**src/rtl/sprite_compositor.sv**
```systemverilog
// Two-stage sprite channel priority selector with per-frame overlap statistics.
// Optional macro SPR_ROTATE_PRIO_EN rotates the priority base once per frame.
module sprite_compositor #(
    parameter int unsigned N_CH   = 10,
    parameter int unsigned ADDR_W = 19,
    parameter int unsigned CNT_W  = 16
) (
    input  logic                       MAX10_CLK1_50,
    input  logic                       Reset_n,
    input  logic                       frame_start,
    input  logic                       pixel_valid,
    input  logic [N_CH-1:0]            spr_on,
    input  logic [N_CH*ADDR_W-1:0]     address,
    input  logic                       cfg_we,
    input  logic [N_CH-1:0]            cfg_mask,
    output logic                       out_valid,
    output logic [ADDR_W-1:0]          read_address_spr,
    output logic                       spr_hit,
    output logic [$clog2(N_CH)-1:0]    spr_id,
    output logic                       overlap,
    output logic [CNT_W-1:0]           overlap_cnt_last,
    output logic [N_CH-1:0]            ch_seen_last
);

    localparam int unsigned ID_W = $clog2(N_CH);

    logic [N_CH-1:0]        mask_q;
    logic                   s1_valid;
    logic [N_CH-1:0]        s1_act;
    logic [N_CH*ADDR_W-1:0] s1_addr;
    logic [CNT_W-1:0]       cnt_q;
    logic [N_CH-1:0]        seen_q;

    logic [ID_W-1:0]        sel_id;
    logic [ADDR_W-1:0]      sel_addr;
    logic                   sel_hit;
    logic                   sel_multi;
    int unsigned            rank;
    int unsigned            best_rank;
    logic                   cnt_inc;
    logic [N_CH-1:0]        seen_add;

`ifdef SPR_ROTATE_PRIO_EN
    logic [ID_W-1:0] base;

    always_ff @(posedge MAX10_CLK1_50 or negedge Reset_n) begin
        if (!Reset_n) begin
            base <= '0;
        end else if (frame_start) begin
            base <= (base == ID_W'(N_CH - 1)) ? '0 : base + 1'b1;
        end
    end
`else
    logic [ID_W-1:0] base;
    assign base = '0;
`endif

    // Rank of channel i is (i - base) mod N_CH; highest-ranked active channel wins.
    always_comb begin
        sel_id    = '0;
        sel_addr  = '0;
        sel_hit   = 1'b0;
        rank      = 0;
        best_rank = 0;
        for (int i = 0; i < N_CH; i++) begin
            rank = 32'(i) + N_CH - 32'(base);
            if (rank >= N_CH) begin
                rank = rank - N_CH;
            end
            if (s1_act[i] && (!sel_hit || rank > best_rank)) begin
                sel_hit   = 1'b1;
                best_rank = rank;
                sel_id    = ID_W'(i);
                sel_addr  = s1_addr[i*ADDR_W +: ADDR_W];
            end
        end
        sel_multi = |(s1_act & (s1_act - {{(N_CH-1){1'b0}}, 1'b1}));
    end

    always_ff @(posedge MAX10_CLK1_50 or negedge Reset_n) begin
        if (!Reset_n) begin
            mask_q   <= '1;
            s1_valid <= 1'b0;
            s1_act   <= '0;
            s1_addr  <= '0;
        end else begin
            s1_valid <= pixel_valid;
            s1_act   <= spr_on & mask_q;
            s1_addr  <= address;
            if (cfg_we) begin
                mask_q <= cfg_mask;
            end
        end
    end

    always_ff @(posedge MAX10_CLK1_50 or negedge Reset_n) begin
        if (!Reset_n) begin
            out_valid        <= 1'b0;
            read_address_spr <= '0;
            spr_hit          <= 1'b0;
            spr_id           <= '0;
            overlap          <= 1'b0;
        end else if (s1_valid) begin
            out_valid        <= 1'b1;
            read_address_spr <= sel_addr;
            spr_hit          <= sel_hit;
            spr_id           <= sel_id;
            overlap          <= sel_multi;
        end else begin
            out_valid        <= 1'b0;
            read_address_spr <= '0;
            spr_hit          <= 1'b0;
            spr_id           <= '0;
            overlap          <= 1'b0;
        end
    end

    assign cnt_inc  = out_valid & overlap;
    assign seen_add = (out_valid && spr_hit) ? ({{(N_CH-1){1'b0}}, 1'b1} << spr_id) : '0;

    // A result visible on the frame_start cycle belongs to the new frame.
    always_ff @(posedge MAX10_CLK1_50 or negedge Reset_n) begin
        if (!Reset_n) begin
            cnt_q            <= '0;
            seen_q           <= '0;
            overlap_cnt_last <= '0;
            ch_seen_last     <= '0;
        end else if (frame_start) begin
            overlap_cnt_last <= cnt_q;
            ch_seen_last     <= seen_q;
            cnt_q            <= {{(CNT_W-1){1'b0}}, cnt_inc};
            seen_q           <= seen_add;
        end else begin
            if (cnt_inc && (cnt_q != '1)) begin
                cnt_q <= cnt_q + 1'b1;
            end
            seen_q <= seen_q | seen_add;
        end
    end

endmodule

```
**config.mk**
```make
export PLATFORM = sky130hd
export DESIGN_NAME = sprite_compositor
export DESIGN_NICKNAME = d
export VERILOG_FILES = /design/src/rtl/sprite_compositor.sv
export SDC_FILE = /design/constraint.sdc
export NUM_CORES = 1
export LEC_CHECK = 0
export BUFFER_PORTS_ARGS = -buffer_cell sky130_fd_sc_hd__clkbuf_2
export CAP_MARGIN = 20
export CORE_MARGIN = 2
export CORE_UTILIZATION = 25
export CTS_BUF_LIST = sky130_fd_sc_hd__clkbuf_4 sky130_fd_sc_hd__clkbuf_8
export DETAILED_ROUTE_END_ITERATION = 10
export PLACE_DENSITY_LB_ADDON = 0.12
export SYNTH_ARGS = -nofsm -noshare
export SYNTH_HDL_FRONTEND = slang
export SYNTH_SLANG_ARGS = --single-unit
```
**constraint.sdc**
```tcl
create_clock -name MAX10_CLK1_50 -period 1.9 [get_ports MAX10_CLK1_50]
set_input_delay 0.38 -clock MAX10_CLK1_50 [delete_from_list [all_inputs] [get_ports MAX10_CLK1_50]]
set_output_delay 0.38 -clock MAX10_CLK1_50 [all_outputs]
set_load 0.005 [all_outputs]
```
==> flow_summary_export.csv <==
group,metric,value,unit
run_status,status,"finished, final reports clean",
critical_path,rr_worst_depth,5,
critical_path,worstSetupEndpointType,"flop",
power_and_ir_drop,power.internal,11.2,mW
synthesis,synthesis.nets,1047,
global_routing,grt_overflow,0,
power_and_ir_drop,p_sw,3.66,mW
sta,setup-tns-final,0,ns
synthesis,avgSynthCellArea,12.6,um^2
global_routing,grt_pass1_wl,51900,um
synthesis,yosysUniqueCellTypes,53,
drt,wl_met3,1520,um
global_routing,antenna_found_initial,3,
clock_network,numCtsBuffers,53,
clock_network,clkSinkCount,289,
global_routing,grt_pass1_vias,9104,
synthesis,synth-async-reset-ratio,100,%
critical_path,r2r_setup_slack,0.13,ns
cells_and_area,final_cells,1931,
global_routing,grt_start_max_net_pins,59,
power_and_ir_drop,p_per_area,928,nW/um^2
clock_network,cts_setup_buffers,0,
critical_path,path_max_fanout,9,
sta,fin_hold_ws,0.0800,ns
placement,dp.cells,1623,
sta,slew-limit-headroom,64.4,%
clock_network,clockBufferDepth,3,
clock_network,clk_pin_slew_worst_paths,0.06,ns
die,start_util,25.4,%
critical_path,cp-startpoint,"cnt_q[1]$_DFFE_PN0P_",
cells_and_area,drive_above_1_share,33.2,%
synthesis,synth_edf_count,0,
power_and_ir_drop,total_power,14.8,mW
sta,final_max_slew_viol_count,0,
critical_path,critPathMaxStageDelay,0.40,ns
drt,ant_nets,0,
critical_path,endpoint,"cnt_q[8]$_DFFE_PN0P_",
critical_path,crit_path_cell_trace,"ha_2 -> and3_2 -> nand3_4 -> nor4_2 -> mux2_2",
critical_path,r2r_end,"cnt_q[8]$_DFFE_PN0P_",
sta,rsz0062_at_grt,"false",
clock_network,cts_tree,"built",
sta,min_period,1.77,ns
die,die_area,43500,um^2
drt,wl,33300,um
clock_network,htree_levels,2,
clock_network,clock_latency,0.62,ns
critical_path,worstPathArrival,2.27,ns
placement,preCtsSetupSlack,0.0869,ns
hold_path,hp-class,"in -> reg",
die,core_area,41100,um^2
critical_path,cp-start-kind,"flop",
drt,drc_errors,0,
critical_path,crit_type,"reg -> reg",
power_and_ir_drop,p_leak,7.47,nW
synthesis,yosysSeqAreaShare,69.3,%
synthesis,syn_area,10500,um^2
sta,worst_slack,0.128,ns
drt,drtPass1Iterations,5,
drt,met1Wirelength,14500,um
sta,post-route-period-util,93.3,%
die,io_pins,267,
critical_path,r2r-start,"cnt_q[1]$_DFFE_PN0P_",
die,rows,74,
power_and_ir_drop,p_comb_share,11.8,%
placement,io_buffers,266,
critical_path,critical_path_required,2.39,ns
synthesis,ys_ff_latch,289,
critical_path,slowest_stage,"dfrtp_1",
drt,via_per_inst,4.29,
drt,route.met2.wl,16000,um
hold_path,holdPathStages,2,
drt,highest_layer,"met4",
sta,clock_skew,0.0238,ns
sta,worst_pin_slew,0.533,ns
cells_and_area,fillCellCount,4090,
drt,drtIter0Drc,482,
drt,routedWlPerCell,17.3,um
power_and_ir_drop,ir_worst_vdd,0.597,mV
global_routing,track_usage,15.7,%
placement,dp.final_hpwl,23000,um
die,die_y,209,um
power_and_ir_drop,p_seq_share,45.4,%
synthesis,synth_flop_cell,"dfrtp_1",
die,dieWidth,209,um
critical_path,path_buf_inv,0,
job,drv_cap,0,
cells_and_area,areaGrowthSynthToFinish,52.7,%
critical_path,crit_cells,5,
sta,finalSetupViolations,0,
critical_path,crit_family,"simple AND/OR/NAND/NOR gates",
power_and_ir_drop,clock_power_share,42.8,%
sta,clock.fmax,0.564,GHz
clock_network,root_buffer,"clkbuf_8",
cells_and_area,nets,1573,
synthesis,yosysWarnings,0,
sta,hold_viol_final,0,
placement,gp_routability_congestion,0.813,
synthesis,syn_inst,831,
drt,vias,8276,
power_and_ir_drop,p_sw_share,24.7,%
[sequential cells by signal (all words and copies together) (netlist names)]
register,count
s1_addr,190
s1_valid,1
read_address_spr,19
cnt_q,16
out_valid,1
ch_seen_last,10
seen_q,10
s1_act,10
spr_hit,1
overlap_cnt_last,16
overlap,1
mask_q,10
spr_id,4
[cell type report]
| class | count | area (um^2) | share of cell area [%] |
|---|---|---|---|
| sequential | 289 | 7250 | 45.3 |
| timing repair buffer | 517 | 3850 | 24.1 |
| multi-input combinational | 443 | 2850 | 17.8 |
| clock buffer | 88 | 1090 | 6.84 |
| tap | 532 | 666 | 4.17 |
| inverter | 53 | 199 | 1.25 |
| clock inverter | 5 | 62.6 | 0.392 |
| antenna | 4 | 10.0 | 0.0626 |
[repair_timing]
item,4_1_cts,5_1_grt
endpoints found under the setup margin,0,1
endpoints found under the hold margin,251,0
resized for setup,0,2
hold buffers,211,0
[layout by cell type, fill, tap and decap left out, types with 5 or more instances in the layout]
master	n
dfrtp_1	278
clkbuf_2	265
dlygate4sd3_1	211
a21oi_1	71
nand2_1	70
clkbuf_8	69
inv_1	53
mux2_2	39
o21ai_0	38
buf_4	32
nor3_1	24
nor2b_1	23
o211ai_1	20
a22oi_1	19
a221oi_1	19
nor3b_1	19
clkbuf_4	19
and2_1	13
nor2_1	11
dfstp_2	10
o22ai_1	8
nand2b_1	8
buf_12	8
o21ai_1	5
nand4_1	5
o31ai_1	5
[worst min path at each step]
stage	from	to
6_report	spr_on[7]	s1_act[7]$_DFF_PN0_
3_5_place_dp	Reset_n	read_address_spr[15]$_DFF_PN0_
4_1_cts	spr_on[7]	s1_act[7]$_DFF_PN0_
3_3_place_gp	Reset_n	read_address_spr[15]$_DFF_PN0_
2_1_floorplan	Reset_n	ch_seen_last[0]$_DFFE_PN0P_
5_1_grt	spr_on[7]	s1_act[7]$_DFF_PN0_
[Yosys cell counts, types with 8 or more instances]
| cell type | instances | share of area, % |
|---|---|---|
| inv_1 | 53 | 1.9 |
| nand2b_1 | 8 | 0.48 |
| nor3b_1 | 19 | 1.4 |
| dfstp_2 | 10 | 2.5 |
| o22ai_1 | 8 | 0.48 |
| nand2_1 | 70 | 2.5 |
| nor3_1 | 24 | 1.1 |
| a22oi_1 | 19 | 1.4 |
| o21ai_0 | 38 | 1.8 |
| and2_1 | 13 | 0.78 |
| nor2_1 | 12 | 0.43 |
| clkbuf_1 | 40 | 1.4 |
| o211ai_1 | 20 | 1.4 |
| a21oi_1 | 71 | 3.4 |
| dfrtp_1 | 279 | 67 |
| mux2_2 | 39 | 4.2 |
| a221oi_1 | 19 | 1.6 |
| nor2b_1 | 23 | 1.4 |
[per-stage QoR]
step / area, um^2 / utilization, %
finish: 16000 / 38.9
global route: 16000 / 38.9
CTS: 16000 / 38.8
detailed placement: 12700 / 30.9
global placement: 12700 / 30.9
floorplan: 10500 / -
[per-layer routing]
metal	vias up	global-route usage [%]
li1	3956	-
met1	3999	19.7
met2	233	25.8
met3	88	3.18
met4	0	7.83
met5	-	0
[power groups by stage]
| stage | registers, mW | logic, mW | clock network (mW) |
|---|---|---|---|
| global placement | 6.84 | 1.42 | 0 |
| detailed placement | 6.84 | 1.43 | 0 |
| CTS | 6.74 | 1.79 | 6.63 |
| finish | 6.73 | 1.75 | 6.35 |
| global route | 6.77 | 1.95 | 6.92 |
| floorplan | 6.76 | 0.603 | 0 |
[cell families (layout without fill, tap and decap cells)]
| family | after synthesis | count (layout) | synth area share (%) |
|---|---|---|---|
| muxes | 40 | 40 | 4.29 |
| buffers and inverters | 99 | 663 | 3.61 |
| adders and majority gates | 2 | 2 | 0.215 |
| and+or+nand+nor | 203 | 203 | 10.9 |
| AOI/OAI and AO/OA | 198 | 198 | 11.8 |
| DFF | 289 | 289 | 69.3 |
| other | 0 | 4 | 0 |
[worst reg2reg max path, stage by stage, from the launching register on]
cell and delay (ns):
dfrtp_1 0.40, ha_2 0.23, and3_2 0.24, nand3_4 0.13, nor4_2 0.31, mux2_2 0.36
Power figures use the tool's default switching activity.
